File: src/rtl/zbt_arbiter.sv
//------------------------------------------------------------------------------
// zbt_arbiter
//
// Shares one pipelined ZBT SRAM between three clients:
//   - the display read port (highest priority, may issue every cycle),
//   - a small write FIFO fed by the NTSC capture path,
//   - the tracker (CPU) read port (lowest priority, request/ack handshake).
// At most one ZBT operation issues per cycle.
//
// Parameters
//   WFIFO_DEPTH  depth of the video write FIFO in entries (count output is 3 bits)
//   RD_LATENCY   cycles from ram_addr issue to valid ram_read_data
//
// Ports
//   clk, reset                 rising-edge clock, synchronous active-high reset
//   wr_addr/wr_data/wr_we      video write push into the write FIFO
//   disp_req/disp_addr         display read request (sampled every cycle)
//   disp_data/disp_valid       display read return (valid is a 1-cycle pulse)
//   cpu_req/cpu_addr           tracker read request, held until cpu_ack
//   cpu_ack                    1-cycle grant, high in the cycle the read issues
//   cpu_data/cpu_valid         tracker read return (valid is a 1-cycle pulse)
//   ram_addr/ram_we_b          registered ZBT address and active-low write enable
//   ram_wdata/ram_drive        ZBT write data and bus-drive enable (issue + 2)
//   ram_read_data              ZBT read data
//   wfifo_count                current write FIFO occupancy
//   wfifo_overflow             sticky: a write was dropped on a full FIFO
//------------------------------------------------------------------------------
module zbt_arbiter #(
  parameter int WFIFO_DEPTH = 4,
  parameter int RD_LATENCY  = 2
) (
  input  logic        clk,
  input  logic        reset,
  input  logic [18:0] wr_addr,
  input  logic [35:0] wr_data,
  input  logic        wr_we,
  input  logic        disp_req,
  input  logic [18:0] disp_addr,
  output logic [35:0] disp_data,
  output logic        disp_valid,
  input  logic        cpu_req,
  input  logic [18:0] cpu_addr,
  output logic        cpu_ack,
  output logic [35:0] cpu_data,
  output logic        cpu_valid,
  output logic [18:0] ram_addr,
  output logic        ram_we_b,
  output logic [35:0] ram_wdata,
  output logic        ram_drive,
  input  logic [35:0] ram_read_data,
  output logic [2:0]  wfifo_count,
  output logic        wfifo_overflow
);

  localparam int PW = (WFIFO_DEPTH > 1) ? $clog2(WFIFO_DEPTH) : 1;

  // Write FIFO storage: {address, data}
  logic [54:0]   fifo_mem [WFIFO_DEPTH];
  logic [PW-1:0] wr_ptr;
  logic [PW-1:0] rd_ptr;
  logic [2:0]    count;

  logic          fifo_empty;
  logic          fifo_full;
  logic          pop;
  logic          push;
  logic          drop;
  logic [18:0]   head_addr;
  logic [35:0]   head_data;

  // Read issued in the current cycle (stage 0 of the tag pipeline)
  logic                  rd_issue;
  logic                  rd_is_cpu;
  logic [RD_LATENCY-1:0] pipe_v;
  logic [RD_LATENCY-1:0] pipe_cpu;

  // Write data follows its address by two cycles
  logic        wv0;
  logic        wv1;
  logic [35:0] wd0;
  logic [35:0] wd1;

  function automatic logic [PW-1:0] ptr_next(input logic [PW-1:0] p);
    return (p == PW'(WFIFO_DEPTH - 1)) ? '0 : p + 1'b1;
  endfunction

  // Pop only when the display port is idle; a push is allowed on a full
  // FIFO only if the same cycle frees a slot.
  always_comb begin
    fifo_empty = (count == 3'd0);
    fifo_full  = (count == 3'(WFIFO_DEPTH));
    pop        = !disp_req && !fifo_empty;
    push       = wr_we && (!fifo_full || pop);
    drop       = wr_we && fifo_full && !pop;
    {head_addr, head_data} = fifo_mem[rd_ptr];
  end

  always_ff @(posedge clk) begin
    if (!reset && push) begin
      fifo_mem[wr_ptr] <= {wr_addr, wr_data};
    end
  end

  always_ff @(posedge clk) begin
    if (reset) begin
      wr_ptr         <= '0;
      rd_ptr         <= '0;
      count          <= 3'd0;
      wfifo_overflow <= 1'b0;
      ram_addr       <= '0;
      ram_we_b       <= 1'b1;
      ram_wdata      <= '0;
      ram_drive      <= 1'b0;
      cpu_ack        <= 1'b0;
      rd_issue       <= 1'b0;
      rd_is_cpu      <= 1'b0;
      pipe_v         <= '0;
      pipe_cpu       <= '0;
      wv0            <= 1'b0;
      wv1            <= 1'b0;
      wd0            <= '0;
      wd1            <= '0;
      disp_valid     <= 1'b0;
      disp_data      <= '0;
      cpu_valid      <= 1'b0;
      cpu_data       <= '0;
    end else begin
      if (push) wr_ptr <= ptr_next(wr_ptr);
      if (pop)  rd_ptr <= ptr_next(rd_ptr);
      if (push && !pop)      count <= count + 3'd1;
      else if (pop && !push) count <= count - 3'd1;
      if (drop) wfifo_overflow <= 1'b1;

      // Issue stage: ram_addr holds its last value when nothing issues
      ram_we_b  <= 1'b1;
      cpu_ack   <= 1'b0;
      rd_issue  <= 1'b0;
      rd_is_cpu <= 1'b0;
      wv0       <= 1'b0;
      if (disp_req) begin
        ram_addr <= disp_addr;
        rd_issue <= 1'b1;
      end else if (pop) begin
        ram_addr <= head_addr;
        ram_we_b <= 1'b0;
        wv0      <= 1'b1;
        wd0      <= head_data;
      end else if (cpu_req) begin
        ram_addr  <= cpu_addr;
        rd_issue  <= 1'b1;
        rd_is_cpu <= 1'b1;
        cpu_ack   <= 1'b1;
      end

      wv1       <= wv0;
      wd1       <= wd0;
      ram_drive <= wv1;
      if (wv1) ram_wdata <= wd1;

      // Tag pipeline: the last stage lines up with valid ram_read_data
      pipe_v[0]   <= rd_issue;
      pipe_cpu[0] <= rd_is_cpu;
      for (int i = 1; i < RD_LATENCY; i++) begin
        pipe_v[i]   <= pipe_v[i-1];
        pipe_cpu[i] <= pipe_cpu[i-1];
      end

      disp_valid <= pipe_v[RD_LATENCY-1] && !pipe_cpu[RD_LATENCY-1];
      cpu_valid  <= pipe_v[RD_LATENCY-1] &&  pipe_cpu[RD_LATENCY-1];
      if (pipe_v[RD_LATENCY-1] && !pipe_cpu[RD_LATENCY-1]) disp_data <= ram_read_data;
      if (pipe_v[RD_LATENCY-1] &&  pipe_cpu[RD_LATENCY-1]) cpu_data  <= ram_read_data;
    end
  end

  assign wfifo_count = count;

endmodule

File: config.mk
export PLATFORM = sky130hd
export DESIGN_NAME = zbt_arbiter
export DESIGN_NICKNAME = d
export VERILOG_FILES = /design/src/rtl/zbt_arbiter.sv
export SDC_FILE = /design/constraint.sdc
export NUM_CORES = 1
export LEC_CHECK = 0
export ABC_AREA = 1
export CORE_MARGIN = 4
export CORE_UTILIZATION = 29
export CTS_CLUSTER_DIAMETER = 150
export DETAILED_ROUTE_END_ITERATION = 16
export HOLD_SLACK_MARGIN = 0.1
export RECOVER_POWER = 100
export SYNTH_ARGS = -nofsm -noshare
export SYNTH_HDL_FRONTEND = slang
export SYNTH_SLANG_ARGS = --single-unit
File: constraint.sdc
create_clock -name clk -period 5.8 [get_ports clk]
set_input_delay 0.87 -clock clk [delete_from_list [all_inputs] [get_ports clk]]
set_output_delay 0.87 -clock clk [all_outputs]
set_load 0.02 [all_outputs]
==> out/metrics.cfg, run 1 <==
[route]
wl_um=43060
drc_errors=0
wl_per_cell_um=15.52
vias=12049
ant_nets=0
drt-initial-drc-count=747
vias_per_cell=4.342
first_pass_iters=5

[floorplanning]
start_util_pct=29.35
coreArea_sq_um=56500
die-area_sq_um=61070
io_pins=270
chipHeight_um=247.1
dieWidth_um=247.1
fp-row-count=87

[status]
outcome=complete, but fails checks
violations=max-capacitance violations, max-slew violations

[grt]
met1_usage_pct=17.74
grt_max_degree=111
met2_usage_pct=23.07
track_usage_pct=13.79
grt_pass1_vias=11714
gr-usage-met3_pct=2.874
grt_remaining_overflow=0
antenna_found_initial=10
grt_pass1_wl_um=66520
grt_busiest_layer=met2

[clocking]
cts-root-buf=clkbuf_16
cts_buffers=47
clockBufferDepth=3
cts_max_level=2
post_cts_buffers=0
clock_latency_ps=610
clk_pin_slew_ps=60
ctsResizeCount=0
cts_sinks=441
ctsHoldBuffers=0
cts_tree=yes

[worst_hold_path]
hp-start=wv0$_SDFF_PP0_
hp-class=register to register
worstHoldPathCells=2
min_to=wv1$_SDFF_PP0_

[critical_path]
crit_fanout=41
reg2regPathDepth=5
crit_arrival_ps=4780
cp-startpoint=disp_req
critPathMaxStageDelay_ps=1270
r2r-end=cpu_data[35]$_SDFFE_PP0P_
path_common_cell=inv_1
end_kind=register
reg2reg_setup_slack_ps=2210
cp_cell_sequence=dlygate4sd3_1 -> inv_1 -> nand2_4 -> inv_1 -> buf_4 -> nand3_1 -> nand2_1 -> inv_1
crit_type=primary input to register
cp.required_ps=6260
rr_startpoint=pipe_cpu[1]$_SDFF_PP0_
critical_path.slowest_cell=inv_1
cp-start-kind=primary input

[timing]
setup_viol=0
slew_headroom_pct=-170.0
clock_skew_ps=46.06
tightest_slew_ps=4050
hold_viol_final=0
min_period_over_period_pct=74.45
max_freq_ghz=0.2316
rsz0062_at_grt=no
finalMaxSlewViolations=272
fin_ws_ps=1482
tns_ps=0
finalCriticalPeriod_ps=4318

[placement]
gp_congestion=0.8180
dpl-instance-area_sq_um=19940
dpl_worst_slack_ps=1483
placedCellCount=2680
dp.final_hpwl_um=28160
io_buffers=269

[final_layout]
nets=2114
syn_to_final_growth_pct=29.54
final_cell_count_no_fill=2775
final_area_sq_um=21480
drive_gt1_share_pct=4.821
regArea_sq_um=11040
final_cell_mix=nor2_1, edfxtp_1, dfxtp_1
fillCellCount=5485
multi_input_area_sq_um=4446
final_common_cell=nor2_1

[pwr]
power_density_nw_per_um2=398.3
ir_worst_vdd_mv=0.2489
power.leakage_nw=8.954
power_mw=8.555

[synthesis]
yosysWarnings=0
post_synth_inst_count=1734
synth_seq_cells=441
synthTopCellsByArea=edfxtp_1, dfxtp_1, nor2_1
synth_top_cell_by_area=edfxtp_1
syn-num-nets=1875
syn_avg_cell_area_sq_um=9.563
netlist_area_sq_um=16580
synth.top_cell.area_share_pct=39.84
synth_seq_area_share_pct=66.52
ys_types=30

[flow_run]
max-cap-violations=5

[kinds of logic after synthesis]
kind of cell | count (synthesis) | share of synthesized area (%)
adder cells (fa/ha/maj) | 7 | 0.5734
AO/OA/AOI/OAI | 273 | 8.406
XOR/XNOR | 1 | 0.05283
buffers and inverters | 276 | 6.806
AND/OR/NAND/NOR | 736 | 17.64
flip-flops | 441 | 66.52
[worst max-delay path by stage]
stage                               endpoint  slack (ps)  depth (start not counted)
detailed placement       wd0[6]$_SDFFE_PP0P_        1480                          8
floorplan           fifo_mem[0][0]$_DFFE_PP_        1660                          6
global route            wd0[35]$_SDFFE_PP0P_        1130                          8
finish                  wd0[35]$_SDFFE_PP0P_        1480                          8
CTS                     wd0[35]$_SDFFE_PP0P_        2110                          8
global placement         wd0[9]$_SDFFE_PP0P_        1620                          8
[Yosys cell counts, drive strengths merged]
cell    count
nand2     215
nand3      78
a21oi      57
xor2        1
inv       178
fa          1
a21boi     11
dfxtp     221
buf        53
nor2      440
nor4        1
edfxtp    220
o21ai     205
ha          6
nor3        1
clkinv      1
clkbuf     44
nand4       1
[sequential cells by signal, summed over array words and instances (netlist names), 2 cells and up, named ones only]
signal       count
fifo_mem       220
pipe_cpu         2
ram_addr        19
wd1             36
wd0             36
wr_ptr           2
ram_wdata       36
rd_ptr           2
pipe_v           2
disp_data       36
wfifo_count      3
cpu_data        36
[worst max-delay path: cells and delay by family]
kind | cells | cell delay (ps)
buf+inv | 5 | 3240
simple gates | 3 | 610
[where the power goes]
group | leakage [nW] | switching (mW) | total [mW] | internal, mW
Clock | 0.765 | 1.26 | 3.00 | 1.74
Sequential | 3.80 | 0.142 | 3.75 | 3.61
Combinational | 4.39 | 1.20 | 1.80 | 0.606
Total | 8.95 | 2.60 | 8.56 | 5.95
[routing by layer]
metal / part of all wire (%) / vias up / wire [um]
met4: 2.8 / 2 / 1188
met1: 43 / 5597 / 18530
met5: 0.026 / - / 11
met2: 48 / 301 / 20570
met3: 6.4 / 76 / 2757
li1: - / 6073 / -
[per-stage QoR]
stage               util (%)  hold slack [ps]
floorplan                  -            388.3
global placement       35.29            390.2
detailed placement     35.29            392.3
CTS                    38.09            381.6
global route           38.01            410.8
finish                 38.02            377.9
[cell type report]
| cell class | count | share of cell area (%) |
|---|---|---|
| diodes | 7 | 0.08155 |
| inverters | 179 | 3.145 |
| repair buffers | 287 | 12.93 |
| flip-flops and latches | 441 | 51.37 |
| clock inverters | 26 | 1.497 |
| clock buffers | 62 | 5.877 |
| well taps | 756 | 4.404 |
| multi-input cells | 1017 | 20.70 |
(Power assumes the default switching activity.)
==> inputs of run 2 (changes only) <==
==> constraint.sdc (replaced) <==
create_clock -name clk -period 4.2 [get_ports clk]
set_input_delay 0.63 -clock clk [delete_from_list [all_inputs] [get_ports clk]]
set_output_delay 0.63 -clock clk [all_outputs]
set_load 0.02 [all_outputs]
==> out/metrics.cfg, run 2 (synthesis results as in run 1) <==
[status]
outcome=complete, but fails checks
violations=max-capacitance violations, max-slew violations

[timing]
clock_skew_ps=31.35
hold_slack_ps=400.4
tightest_slew_ps=2416
finalCriticalPeriod_ps=3162
slew_headroom_pct=-61.06
min_period_over_period_pct=75.29
rsz0062_at_grt=no
hold_viol_final=0
finalMaxSlewViolations=303
tns_ps=0
max_freq_ghz=0.3162
setup_viol=0
fin_ws_ps=1038

[clocking]
cts_sinks=441
clock_latency_ps=590
cts-root-buf=clkbuf_16
clockBufferDepth=3
cts_tree=yes
post_cts_buffers=0
ctsHoldBuffers=0
cts_max_level=2
clk_pin_slew_ps=60
ctsResizeCount=0
cts_buffers=47

[placement]
placedCellCount=2680
dpl_worst_slack_ps=1134
gp_congestion=0.8051
dp.final_hpwl_um=27700
io_buffers=269

[route]
vias_per_cell=4.342
vias=12074
drt-initial-drc-count=690
wl_um=43360
wl_per_cell_um=15.59
drc_errors=0
ant_nets=0
first_pass_iters=5

[floorplanning]
coreArea_sq_um=56500
io_pins=270
chipHeight_um=247.1
fp-row-count=87
start_util_pct=29.35
dieWidth_um=247.1
die-area_sq_um=61070

[pwr]
power_frac_seq_pct=44.1
comb_power_share_pct=22.1
cell_internal_pwr_mw=8.091
power.leakage_nw=8.954
p_clk_share_pct=33.8
ir_worst_vdd_mv=0.3147
netSwitchingPower_mw=3.560
power_density_nw_per_um2=543.1
p_sw_share_pct=30.56

[critical_path]
end_kind=register
crit_fanout=106
cp.required_ps=4670
crit_arrival_ps=3630
crit_type=primary input to register
cp-start-kind=primary input

[final_layout]
top_register=fifo_mem
drive_gt1_share_pct=5.022
nets=2114
final_core_utilization_pct=37.98
final_cell_count_no_fill=2781
final_common_cell=nor2_1
largest_reg_flops=220
final_cell_mix=nor2_1, dfxtp_1, edfxtp_1
syn_to_final_growth_pct=29.38

[flow_run]
max-cap-violations=3

[grt]
grt_pass1_wl_um=66830
grt_max_degree=111
track_usage_pct=13.85
antenna_found_initial=19
grt_remaining_overflow=0
grt_pass1_vias=11885

[worst_hold_path]
hp-class=register to register

[run 2: changes by cell type in the layout (fill, tap and decap cells not counted), sizes merged]
cell,previous run,this run
buf,6,14
bufinv,4,0
clkbuf,75,78
clkdlybuf4s50,76,77
clkinv,20,15
clkinvlp,2,1
diode,7,14
dlygate4sd3,192,191
inv,179,177
[run 2: layout make-up]
cell class | count | area [sq um]
flip-flops and latches | 441 | 11030
fillers | 5507 | 35040
clock buffers | 73 | 1355
clock inverters | 14 | 133.9
inverters | 179 | 674.4
multi-input cells | 1017 | 4431
diodes | 14 | 35.03
repair buffers | 287 | 2848
well taps | 756 | 945.9
[run 2: path summary, 6_finish.rpt]
kind                               end                        start  slack [ps]  cells past startpoint
min               pipe_v[0]$_SDFF_PP0_          rd_issue$_SDFF_PP0_         400                      2
max reg2reg  fifo_mem[1][46]$_DFFE_PP_  wfifo_count[0]$_SDFFE_PP0P_        1270                      7
max          cpu_data[30]$_SDFFE_PP0P_                        reset        1040                      5
min reg2reg       pipe_v[0]$_SDFF_PP0_          rd_issue$_SDFF_PP0_         400                      2
[run 2: power by group through the flow]
| stage | combinational [mW] | sequential (mW) | clock (mW) |
|---|---|---|---|
| after floorplan | 1.51 | 5.39 | 0 |
| after global placement | 2.63 | 5.23 | 0 |
| after detailed placement | 2.66 | 5.24 | 0 |
| after CTS | 2.67 | 5.15 | 4.07 |
| after global routing | 2.89 | 5.18 | 4.27 |
| final | 2.57 | 5.14 | 3.94 |
[run 2: through the flow]
stage | total power [mW] | cell area (sq um)
3_3_place_gp | 7.856 | 19990
4_1_cts | 11.89 | 21470
6_report | 11.65 | 21450
3_5_place_dp | 7.895 | 19990
5_1_grt | 12.34 | 21440
2_1_floorplan | 6.896 | 16580
[run 2: worst max-delay path, cell delays in order]
cell,delay (ps)
clkbuf_1,150
clkinvlp_2,990
clkbuf_2,1230
o21ai_0,450
nor2_1,70
[run 2: per-layer routing]
layer	wire length, um	global-route usage, %	up-vias
met5	41	0	-
met4	935	4.572	6
met3	2774	3.481	63
met2	21730	24.19	271
met1	17870	16.66	5658
li1	-	-	6076
==> inputs of run 3 (changes only) <==
==> constraint.sdc (replaced) <==
create_clock -name clk -period 2.75 [get_ports clk]
set_input_delay 0.4125 -clock clk [delete_from_list [all_inputs] [get_ports clk]]
set_output_delay 0.4125 -clock clk [all_outputs]
set_load 0.02 [all_outputs]
==> out/metrics.cfg, run 3 (synthesis results as in run 1) <==
[floorplanning]
start_util_pct=29.35
coreArea_sq_um=56500
die-area_sq_um=61070
dieWidth_um=247.1
io_pins=270
chipHeight_um=247.1
fp-row-count=87

[final_layout]
final_cell_mix=nor2_1, edfxtp_1, dfxtp_1
final_cell_count_no_fill=2770
final_common_cell=nor2_1
final_core_utilization_pct=38.07
nets=2117
drive_gt1_share_pct=5.072
top_register=fifo_mem
fillCellCount=5443
largest_reg_flops=220
syn_to_final_growth_pct=29.70

[grt]
track_usage_pct=13.70
grt_pass1_vias=11729
grt_remaining_overflow=0
antenna_found_initial=15
grt_max_degree=135
grt_pass1_wl_um=66010

[route]
drt-initial-drc-count=747
top_layer=met5
wl_per_cell_um=15.55
first_pass_iters=5
ant_nets=0
wl_met1_um=17630
drc_errors=0
dr_wl_met2_um=21180
wl_um=43070
vias=12129
vias_per_cell=4.379
dr_wl_met3_um=2921

[status]
violations=max-capacitance violations, max-slew violations
outcome=complete, but fails checks

[clocking]
post_cts_buffers=0
ctsResizeCount=0
clockBufferDepth=3
clk_pin_slew_ps=60
cts_sinks=441
cts_buffers=46
cts_tree=yes
cts_max_level=2
cts-root-buf=clkbuf_16
ctsHoldBuffers=0
clock_latency_ps=580

[critical_path]
crit_type=register to register
cp.required_ps=3210
path_common_cell=nand2_1
crit_fanout=10
crit_arrival_ps=2700
critPathTopFamily=simple AND/OR/NAND/NOR gates
cp_cell_sequence=nor2_1 -> nand2_8 -> nand2_1 -> ha_1 -> inv_1 -> fa_1 -> nand2_1 -> nand3_1 -> o21ai_0 -> a21oi_1
cp-start-kind=register
cp_num_buf_inv=1
end_kind=register
critical_path.slowest_cell=nor2_1
critPathMaxStageDelay_ps=480

[placement]
gp_congestion=0.7929
io_buffers=269
placedCellCount=2684
dp.final_hpwl_um=27180

[pwr]
power_mw=17.89
power.leakage_nw=9.007
ir_worst_vdd_mv=0.3898
comb_power_share_pct=21.7
p_clk_share_pct=34.2
netSwitchingPower_mw=5.315
power_frac_seq_pct=44.1
cell_internal_pwr_mw=12.57
p_sw_share_pct=29.71
power_density_nw_per_um2=831.8

[timing]
tightest_slew_ps=2190
hold_slack_ps=401.9
min_period_over_period_pct=81.58
rsz0062_at_grt=no
hold_viol_final=0
clock_skew_ps=17.55
tns_ps=0
max_freq_ghz=0.4457
finalCriticalPeriod_ps=2243
slew_headroom_pct=-46.01
setup_viol=0
finalMaxSlewViolations=86

[worst_hold_path]
hp-class=register to register

[flow_run]
max-cap-violations=2

-- run 3: cell count changes in the layout (fill, tap and decap cells not counted), moves of 3 or more --
| cell | previous run | this run |
|---|---|---|
| clkbuf_1 | 21 | 14 |
| diode_2 | 14 | 3 |
| bufinv_16 | 0 | 4 |
| buf_12 | 3 | 8 |
| nor2_4 | 4 | 1 |
| nor2_1 | 434 | 437 |
-- run 3: tightest hold or removal path: stages (launching register included) --
cell,delay (ps)
dfxtp_1,290
inv_1,40
nor2_1,30
-- run 3: final cells by class --
cell class                 count  area, sq um  area share (%)
timing repair buffer         291         2942           13.68
inverter                     179        674.4           3.136
clock buffer                  63         1275           5.928
tap                          756        945.9           4.398
multi-input combinational   1017         4403           20.47
antenna                        3        7.507         0.03491
sequential                   441        11040           51.31
clock inverter                20        224.0           1.041
-- run 3: metal layers --
metal | up-vias | global-route usage, %
met5 | - | 0
met4 | 14 | 4.589
met3 | 91 | 3.481
met2 | 300 | 23.53
met1 | 5654 | 16.79
li1 | 6070 | -
-- run 3: power groups by stage --
stage / clock network, mW / registers [mW] / logic, mW
6_report: 6.12 / 7.88 / 3.89
3_5_place_dp: 0 / 8.04 / 4.07
5_1_grt: 6.59 / 7.95 / 4.37
4_1_cts: 6.31 / 7.90 / 4.09
3_3_place_gp: 0 / 8.02 / 4.00
2_1_floorplan: 0 / 8.22 / 2.31
-- run 3: worst paths after layout --
kind | start | to | slack [ps] | cells past startpoint
worst max-delay path | wfifo_count[0]$_SDFFE_PP0P_ | wfifo_count[2]$_SDFFE_PP0P_ | 510 | 10
worst min-delay path | rd_issue$_SDFF_PP0_ | pipe_v[0]$_SDFF_PP0_ | 400 | 2
worst max register to register | wfifo_count[0]$_SDFFE_PP0P_ | wfifo_count[2]$_SDFFE_PP0P_ | 510 | 10
worst min register to register | rd_issue$_SDFF_PP0_ | pipe_v[0]$_SDFF_PP0_ | 400 | 2
-- run 3: stage by stage --
step | setup WS [ps] | instance area (sq um)
floorplan | -159.5 | 16590
global placement | 423.6 | 20060
detailed placement | 417.6 | 20060
CTS | 499.3 | 21560
global route | 346.6 | 21510
finish | 506.5 | 21510
